### src/rtl/pipeline_ctrl.sv
// pipeline_ctrl: hazard and data-memory handshake control for a 5-stage RISC-V pipeline.
// Optional feature: define PIPE_STALL_CNT_EN to enable the saturating StallCycles counter.
//
// Ports:
//   clk, rst            clock; synchronous active-high reset
//   rs1_D, rs2_D        source registers of the instruction in Decode
//   rd_E, ResultSrc_E   destination and result select in Execute (2'b01 = load)
//   PCSrc_E             taken branch/jump resolved in Execute
//   MemReq_M, MemReady  data-memory request from Memory stage; completion strobe
//   MemValid            access request presented to data memory
//   StallF..StallM      hold PC, IF/ID, ID/EX, EX/MEM
//   FlushD, FlushE      bubble IF/ID, ID/EX
//   FlushW              bubble MEM/WB (kills RegWrite_W)
//   MemErr              sticky data-memory timeout error
//   StallCycles         cycles spent with StallF=1 (0 unless PIPE_STALL_CNT_EN)

module pipeline_ctrl #(
    parameter int unsigned MEM_TIMEOUT = 255
) (
    input  logic        clk,
    input  logic        rst,
    input  logic [4:0]  rs1_D,
    input  logic [4:0]  rs2_D,
    input  logic [4:0]  rd_E,
    input  logic [1:0]  ResultSrc_E,
    input  logic        PCSrc_E,
    input  logic        MemReq_M,
    input  logic        MemReady,
    output logic        MemValid,
    output logic        StallF,
    output logic        StallD,
    output logic        StallE,
    output logic        StallM,
    output logic        FlushD,
    output logic        FlushE,
    output logic        FlushW,
    output logic        MemErr,
    output logic [31:0] StallCycles
);

    localparam logic [7:0] TIMEOUT = 8'(MEM_TIMEOUT);

    typedef enum logic [1:0] {
        IDLE = 2'd0,
        WAIT = 2'd1,
        ERR  = 2'd2
    } state_t;

    state_t     state;
    state_t     state_nx;
    logic [7:0] wait_cnt;
    logic [7:0] wait_cnt_nx;
    logic       mem_stall;
    logic       mem_valid_raw;
    logic       load_use;

    assign load_use = (ResultSrc_E == 2'b01) && (rd_E != 5'd0) &&
                      ((rd_E == rs1_D) || (rd_E == rs2_D));

    always_ff @(posedge clk) begin
        if (rst) begin
            state    <= IDLE;
            wait_cnt <= 8'd0;
        end else begin
            state    <= state_nx;
            wait_cnt <= wait_cnt_nx;
        end
    end

    // Memory handshake: next state, wait counter and the raw memory stall.
    always_comb begin
        state_nx      = state;
        wait_cnt_nx   = wait_cnt;
        mem_valid_raw = 1'b0;
        mem_stall     = 1'b0;
        unique case (state)
            IDLE: begin
                if (MemReq_M) begin
                    mem_valid_raw = 1'b1;
                    if (!MemReady) begin
                        mem_stall   = 1'b1;
                        state_nx    = WAIT;
                        wait_cnt_nx = 8'd1;
                    end
                end
            end
            WAIT: begin
                // Request is held here even if MemReq_M drops; only
                // MemReady retires the access.
                mem_valid_raw = 1'b1;
                if (MemReady) begin
                    state_nx    = IDLE;
                    wait_cnt_nx = 8'd0;
                end else begin
                    mem_stall = 1'b1;
                    if (wait_cnt == TIMEOUT) begin
                        state_nx = ERR;
                    end else begin
                        wait_cnt_nx = wait_cnt + 8'd1;
                    end
                end
            end
            ERR: begin
                mem_stall = 1'b1;
            end
            default: begin
                state_nx    = IDLE;
                wait_cnt_nx = 8'd0;
            end
        endcase
    end

    // Stall/flush priority: reset, then memory stall, then redirect,
    // then load-use. A branch held by a memory stall flushes once the
    // stall releases, since it is still sitting in Execute.
    always_comb begin
        MemValid = 1'b0;
        StallF   = 1'b0;
        StallD   = 1'b0;
        StallE   = 1'b0;
        StallM   = 1'b0;
        FlushD   = 1'b0;
        FlushE   = 1'b0;
        FlushW   = 1'b0;
        if (rst) begin
            FlushD = 1'b1;
            FlushE = 1'b1;
            FlushW = 1'b1;
        end else begin
            MemValid = mem_valid_raw;
            if (mem_stall) begin
                StallF = 1'b1;
                StallD = 1'b1;
                StallE = 1'b1;
                StallM = 1'b1;
                FlushW = 1'b1;
            end else if (PCSrc_E) begin
                FlushD = 1'b1;
                FlushE = 1'b1;
            end else if (load_use) begin
                StallF = 1'b1;
                StallD = 1'b1;
                FlushE = 1'b1;
            end
        end
    end

    assign MemErr = (state == ERR);

`ifdef PIPE_STALL_CNT_EN
    logic [31:0] stall_cnt;

    always_ff @(posedge clk) begin
        if (rst) begin
            stall_cnt <= 32'd0;
        end else if (StallF && (stall_cnt != 32'hFFFF_FFFF)) begin
            stall_cnt <= stall_cnt + 32'd1;
        end
    end

    assign StallCycles = stall_cnt;
`else
    assign StallCycles = 32'd0;
`endif

endmodule

### config.mk
export PLATFORM = sky130hd
export DESIGN_NAME = pipeline_ctrl
export DESIGN_NICKNAME = d
export VERILOG_FILES = /design/src/rtl/pipeline_ctrl.sv
export SDC_FILE = /design/constraint.sdc
export NUM_CORES = 1
export LEC_CHECK = 0
export CORE_AREA = 8 8 80 54
export DETAILED_ROUTE_END_ITERATION = 8
export DIE_AREA = 0 0 88 62
export PLACE_DENSITY = 0.76
export SLEW_MARGIN = 20
export SYNTH_ARGS = -nofsm -noshare
export SYNTH_HDL_FRONTEND = slang
export SYNTH_SLANG_ARGS = --single-unit
### constraint.sdc
create_clock -name clk -period 1.41 [get_ports clk]
set_input_delay 0.141 -clock clk [delete_from_list [all_inputs] [get_ports clk]]
set_output_delay 0.141 -clock clk [all_outputs]
set_load 0.05 [all_outputs]
# Yosys cells after proc, flatten, opt, wreduce, memory -nomap -nowiden
# Index checks and enable logic that the tools add are counted.
op_classes:
  n_addsub: 1
  n_mux: 29
  eq_ne: 10
  n_bitwise: 1
  reduce_logical: 7
ops:
  columns: ["op", "count"]
  rows:
  - ["$mux 8", 4]
  - ["$pmux 8 s3", 1]
  - ["$mux 1", 17]
  - ["$eq 5x5->1", 2]
  - ["$add 8x1->8 const B", 1]
  - ["$eq 8x8->1 const B", 1]
  - ["$mux 2", 4]
  - ["$reduce_and 4->1", 2]
  - ["$ne 3x3->1 const B", 2]
  - ["$pmux 2 s3", 1]
  - ["$reduce_bool 5->1", 1]
  - ["$eq 2x1->1 const B", 2]
  - ["$ne 2x2->1 const B", 2]
  - ["$pmux 1 s3", 1]
  - ["$eq 2x2->1 const B", 1]
  - ["$logic_and 1x1->1", 2]
  - ["$logic_not 2->1", 1]
  - ["$pmux 1 s2", 1]
  - ["$logic_or 1x1->1", 1]
  - ["$not 1->1", 1]
totals:
  output_inout_bits: 41
  word_cells: 50
  register_bits: 10
  input_bits: 22

# Logic depth before layout (Yosys ltp)
# Gate-level depths: netlist of the first run.
logic_depth:
  ltp_word: 7
  ltp_mapped: 6
  ltp_nobuf: 5

# Least setup slack after synthesis of the first run
# Ideal clock, no wire load.
synth_path:
  kind: "register -> output"
  start: "register state[0]"
  end: "output FlushE"
  slack_ns: -0.998
  n_path_buf: 0
  stages_incl_launch_ff: 6
  arrival_time_ns: 2.267
  t_required_ns: 1.269
  path_cell_list: "dfxtp_1 -> nor2_1 -> o21a_2 -> or2_1 -> inv_1 -> o31ai_1"
synth_via:
  elab_chain_cells: 4
  word_cells_on_any_way: 6
  classes_between: "eq/ne (2); mux (3); reduce/logical (1)"
synth_lines:
  columns: ["item", "line", "text"]
  rows:
  - ["from (decl)", "49", "state_t state;"]
  - ["from (signal assigned)", "65", "state <= state_nx;"]
  - ["$eq 2x2->1 (tied with other cells)", "76", "unique case (state)"]
  - ["$pmux 1 s3 *", "76", null]
  - ["$mux 1 *", "131", "if (mem_stall) begin"]
  - ["$mux 1 *", "125", "if (rst) begin"]
  - ["to (decl)", "35", "output logic FlushE,"]
# Mark *: on every way between the ends. The rest lies on a longest branch, timed or not.

# Worst setup path after layout of the first run
layout_path:
  start: "register state[1]"
  end: "output StallD"
layout_via:
  elab_chain_cells: 4
  word_cells_on_any_way: 6
  classes_between: "eq/ne (2); mux (3); reduce/logical (1)"
layout_lines:
  columns: ["item", "line", "text"]
  rows:
  - ["$eq 2x2->1 (tied with other cells)", "76", null]
  - ["$pmux 1 s3 *", "76", null]
  - ["$mux 1 *", "131", null]
  - ["$mux 1 *", "125", null]
  - ["to (decl)", "31", "output logic StallD,"]
# Marks and branches as above.

==> results by group, run 1 <==
Status
  • Status: complete, but fails checks
  • Failing checks: negative setup slack

Pwr
  • Pleak: 0.707 nW
  • Pwr/cell area: 740 nW/um2
  • Max IR drop VDD: 0.000363 V
  • Total power: 1.19 mW

Die
  • Initial Util: 30.4%
  • Die area: 5460 um2
  • I/O pin total: 63
  • Die height: 62 um
  • FP Rows: 16
  • Die width: 88 um
  • CORE AREA: 3100 um2

STA
  • RSZ-0062 raised after global routing: yes
  • Final hold vios: 0
  • Final period util: 132%
  • Final setup violating endpoints: 7
  • Slew Viols, Final: 0
  • Final worst hold slack: 388 ps
  • Tmin final: 1860 ps
  • Final worst setup slack: -452 ps
  • Fmax achieved: 0.537 GHz
  • Worst clock skew: 4.68 ps

Clock tree
  • CTS H-tree depth: 1
  • CTS tree: built
  • Clock latency on the worst-skew pair: 240 ps
  • Worst-path clk slew: 50 ps
  • Max clock buf depth: 2
  • Clk sinks: 10
  • CTS Hold Bufs: 0
  • Clock root buffer master: clkbuf_8
  • CTS Buf Count: 3

Synth
  • Synth warn: 0
  • Synth Register Bits: 10
  • Synthesized area per cell: 7.86 um2
  • Synth Instances: 120
  • Register area share after synthesis: 21.2%
  • Yosys cell types: 36
  • Mapped cell area: 943 um2

Worst setup path
  • Worst setup EP type: output port
  • Crit-path slowest cell: dfxtp_2
  • Slowest stage delay, CP: 320 ps
  • Req. time, crit path: 1270 ps
  • Worst setup SP type: register
  • Crit-path cells: or2_1, o21a_2, a21oi_4, inv_4, o31ai_4, buf_6
  • Critical path arrival: 1720 ps
  • Critical path peak fanout: 3
  • Worst setup path class: register to output port

Global route
  • Largest net degree at the start of global routing: 12
  • Initial antenna violation count: 0
  • Number of global-route vias before repair: 927
  • GRT Overall Usage: 10.7%
  • Grt total ovfl: 0
  • First-pass GRT wire length: 4470 um

Place
  • RePlAce Congestion: 0.798
  • Post-DP HPWL: 2330 um
  • Number of port buffers: 30
  • Placed Area: 1390 um2
  • Pre-CTS setup slack: -497 ps

Route
  • Final wirelength: 3030 um
  • Initial DRC Count: 29
  • First-pass detailed-route iteration total: 4
  • Via Count: 913
  • Vias per cell: 4.13
  • Routed WL per cell: 13.7 um
  • Final ANT Viol Nets: 0
  • # DRC: 0

Min path
  • HP Class: primary input to register

Cells and area
  • Final core utilization: 51.9%
  • Area Overhead vs Synth: 70.6%
  • Most common cell after layout, fill and taps aside: conb_1
  • Commonest cells after routing, fill and taps aside: conb_1, buf_4, clkdlybuf4s50_1, xor2_1
  • Finished Cell Area: 1610 um2
  • Diodes inserted: 0
  • Fraction of layout cells with a size suffix above 1: 35.2%
  • Final net count: 200

Flow run
  • MaxCap Viol Count: 0
==> cell families (layout without fill, tap and decap cells) <==
family	Yosys count	after routing	share of synthesized area, %
buffers and inverters	39	64	29.2
other	1	32	0.397
AO/OA/AOI/OAI	24	24	17.8
adder cells (fa/ha/maj)	1	1	1.33
XOR/XNOR	13	13	12.1
flip-flops	10	10	21.2
AND/OR/NAND/NOR	32	32	18.0
==> cell usage after synthesis <==
master     instances  share of area [%]
nor2_1             8                3.2
o21ai_1            3                1.6
nor3_1             3                1.6
ha_1               1                1.3
o31ai_1            2                1.6
nand3_1            3                1.6
a22oi_1            1               0.80
nor2b_1            2                1.3
a21oi_1            6                3.2
a31oi_1            1               0.66
conb_1             1               0.40
nor3b_1            1               0.80
nand4_1            3                2.0
o32ai_1            1               0.93
o2111ai_1          1               0.93
xor2_1            12                 11
a21oi_2            1               0.93
inv_1              3                1.2
o21ai_0            2                1.1
o31ai_2            1                1.3
or3_1              3                2.0
or2b_1             2                1.6
or2_1              2                1.3
or4_1              1               0.80
and3_1             1               0.66
o21a_2             1               0.93
a21o_1             1               0.80
inv_2              1               0.40
buf_4             34                 27
xnor2_1            1               0.93
o211ai_2           1                1.3
buf_2              1               0.53
nand2_1            3                1.2
dfxtp_1           10                 21
a2111oi_0          1               0.93
o211ai_1           1               0.80
==> flip-flops by register name (all words and copies together) (netlist names) <==
name      flops
wait_cnt      8
state         2
==> area by class of cell <==
type	count	area, um2
clock buffer	4	55.1
timing repair buffer	56	587
inverter	4	21.3
multi-input combinational	102	684
fill	288	1490
tap	45	56.3
sequential	10	205
==> metal layers <==
metal / global-route usage [%] / vias to the layer above / part of all wire [%]
li1: - / 458 / -
met1: 13.4 / 416 / 41
met2: 17.6 / 33 / 53
met3: 2.89 / 6 / 4.3
met4: 2.91 / 0 / 1.9
met5: 0 / - / 0
==> per-stage QoR <==
stage	instances	setup TNS, ps
2_1_floorplan	151	-1860
3_3_place_gp	210	-3160
3_5_place_dp	210	-3420
4_1_cts	218	-2150
5_1_grt	221	-2920
6_report	221	-2490
==> critical path: cells and delay by family, from the launching register on <==
kind | cells | cell delay, ps
and+or+nand+nor | 1 | 220
DFF | 1 | 320
buffers and inverters | 2 | 280
AOI/OAI and AO/OA | 3 | 660
==> worst paths after layout <==
path / slack (ps) / from / cells after the start / to
worst min-delay path: 390 / MemReq_M / 4 / state[0]
worst max register to register: 50 / wait_cnt[1] / 5 / wait_cnt[1]
worst max-delay path: -450 / state[1] / 6 / StallD
worst min register to register: 510 / wait_cnt[6] / 2 / wait_cnt[6]
==> repair_timing <==
| item | CTS | global route |
|---|---|---|
| pin swaps | 4 | 10 |
| gates resized for setup | 17 | 18 |
| endpoints found under the setup margin | 10 | 19 |
| buffers inserted | 5 | 5 |
==> report_power, final <==
part           switching, mW  leakage (nW)  total, mW  internal (mW)
clock                  0.117        0.0288      0.363          0.246
combinational          0.355         0.596      0.535          0.180
sequential           0.00401        0.0827      0.294          0.290
(Power assumes the default switching activity.)
==> run 2, diff against run 1 <==
Settings changed: CAP_MARGIN from default to 10, TNS_END_PERCENT from default to 30.
Clock period 1.41 ns to 1.55 ns, I/O delays scaled along.
==> results by group, run 2 (synthesis gave the netlist of run 1 again) <==
Cells and area
  • Largest register FFs: 8 (unchanged)
  • Fraction of layout cells with a size suffix above 1: 26.3% (-8.9 points)
  • Commonest cells after routing, fill and taps aside: conb_1, clkdlybuf4s50_1, buf_4, xor2_1, dfxtp_1
  • Largest regs: wait_cnt: 8 flops, state: 2 flops
  • Most common cell after layout, fill and taps aside: conb_1
  • Final core utilization: 47.4% (-4.4 points)
  • Final net count: 191 (-4.5%)
  • Top reg by flops: wait_cnt
  • Diodes inserted: 0 (unchanged)
  • Area Overhead vs Synth: 56.0%

Worst setup path
  • Slowest stage delay, CP: 410 ps (+90 ps)
  • Critical path peak fanout: 3 (unchanged)
  • Most used cell along the critical path: buf_6
  • Crit-path slowest cell: clkdlybuf4s50_1
  • Worst setup EP type: output port
  • Req. time, crit path: 1390 ps (+120 ps)
  • Critical path arrival: 1660 ps (-60 ps)
  • Worst setup SP type: primary input
  • Worst setup path class: primary input to output port
  • Crit-path cells: clkdlybuf4s50_1, or2_1, o21a_2, or2_4, buf_6, o31ai_4, buf_6

Route
  • Initial DRC Count: 71 (+140%)
  • WL met2: 1180 um (-26%)
  • First-pass detailed-route iteration total: 4 (unchanged)
  • Via Count: 872 (-4.5%)
  • Final wirelength: 2440 um (-19%)
  • Highest metal used: met4
  • Met1 wire length: 1060 um (-14%)
  • Routed length on met3: 173 um (+34%)
  • Final ANT Viol Nets: 0 (unchanged)
  • # DRC: 0 (unchanged)
  • Vias per cell: 4.11 (-0.44%)
  • Routed WL per cell: 11.5 um (-16%)

Pwr
  • P_sw: 408 uW (-14%)
  • Switching Share: 39.4% (-0.56 points)
  • Pleak: 0.651 nW (-8.0%)
  • Int Pwr: 629 uW (-12%)
  • Comb pwr share: 43.0% (-1.9 points)
  • Clock share of power: 31.2% (+0.8 points)
  • Pwr/cell area: 705 nW/um2 (-4.8%)
  • Max IR drop VDD: 0.000238 V (-34%)
  • Seq pwr share: 25.8% (+1.1 points)

Place
  • Pre-CTS setup slack: -344 ps (+153 ps)
  • Post-DP HPWL: 2180 um (-6.6%)
  • RePlAce Congestion: 0.783 (-1.8%)
  • Number of port buffers: 30 (unchanged)

STA
  • Setup TNS: -1290 ps (+1190 ps)
  • Final setup violating endpoints: 6 (-1)
  • Final hold vios: 0 (unchanged)
  • Final period util: 117%
  • Final worst setup slack: -260 ps (+192 ps)
  • RSZ-0062 raised after global routing: yes
  • Tmin final: 1810 ps
  • Worst clock skew: 4.61 ps (-0.0755 ps)
  • Slew Viols, Final: 0 (unchanged)
  • Fmax achieved: 0.552 GHz

Global route
  • Initial antenna violation count: 0 (unchanged)
  • GRT Overall Usage: 8.49% (-2.2 points)
  • Grt total ovfl: 0 (unchanged)
  • Number of global-route vias before repair: 882 (-4.9%)
  • Largest net degree at the start of global routing: 12 (unchanged)
  • First-pass GRT wire length: 3650 um (-18%)

Die
  • Die width: 88 um (unchanged)
  • Die area: 5460 um2 (unchanged)
  • Die height: 62 um (unchanged)
  • CORE AREA: 3100 um2 (unchanged)
  • Initial Util: 30.4% (unchanged)
  • I/O pin total: 63 (unchanged)
  • FP Rows: 16 (unchanged)

Clock tree
  • Max clock buf depth: 2 (unchanged)
  • Clock latency on the worst-skew pair: 240 ps (about the same)
  • Clk sinks: 10 (unchanged)
  • Setup bufs post-CTS: 0 (-5)
  • Clock root buffer master: clkbuf_8
  • CTS Buf Count: 3 (unchanged)
  • CTS tree: built
  • Worst-path clk slew: 40 ps (about the same)
  • CTS Hold Bufs: 0 (unchanged)
  • CTS H-tree depth: 1 (unchanged)

Flow run
  • MaxCap Viol Count: 0 (unchanged)

Min path
  • HP Class: register to register

Status
  • Failing checks: negative setup slack
  • Status: complete, but fails checks
==> run 2: cell types whose count changed in the layout (fill, tap and decap cells not counted), sizes merged <==
cell,change
clkinvlp,-1
dlymetal6s2s,-1
clkdlybuf4s50,+1
inv,+1
buf,-9
==> run 2: worst max-delay path: cells and delay by family <==
kind / cells / cell delay [ps]
buf+inv: 3 / 730
simple gates: 2 / 480
compound gates: 2 / 290
==> run 2: stage by stage <==
stage	hold slack [ps]	std cells	cell area, um2	total power, mW
2_1_floorplan	224	151	1100	0.623
3_3_place_gp	489	208	1370	0.700
3_5_place_dp	490	208	1370	0.703
4_1_cts	501	212	1450	1.04
5_1_grt	538	212	1470	1.08
6_report	507	212	1470	1.04
==> run 2: routing by layer <==
layer  vias to the layer above  GRT usage [%]
met1                       392           10.6
met4                         0           2.91
met2                        37           13.1
met3                         2           3.28
met5                         -              0
li1                        441              -
==> run 2: power by group through the flow <==
stage	clock, mW	sequential, mW	combinational (mW)
after floorplan	0	0.271	0.352
final	0.323	0.268	0.446
after global placement	0	0.272	0.428
after detailed placement	0	0.272	0.431
after CTS	0.334	0.267	0.442
after global routing	0.343	0.267	0.469
==> run 2: final timing paths <==
check	depth (start not counted)	from	endpoint	slack, ps
worst min register to register	2	wait_cnt[6]	wait_cnt[6]	510
worst max-delay path	7	MemReady	StallD	-260
worst min-delay path	2	wait_cnt[6]	wait_cnt[6]	510
worst max register to register	6	wait_cnt[1]	wait_cnt[2]	110
==> run 2: cell type report <==
cell class,count,area (um2)
Fill cell,296,1630
Multi-Input combinational cell,102,641
Timing Repair Buffer,47,500
Sequential cell,10,201
Tap cell,45,56.3
Clock buffer,4,55.1
Inverter,4,17.5
==> run 2: what timing repair did <==
| action | CTS | global route |
|---|---|---|
| setup endpoints to repair | 7 | 9 |
| pin swaps | 2 | 2 |
| resized for setup | 13 | 6 |
| cloned | 0 | 0 |
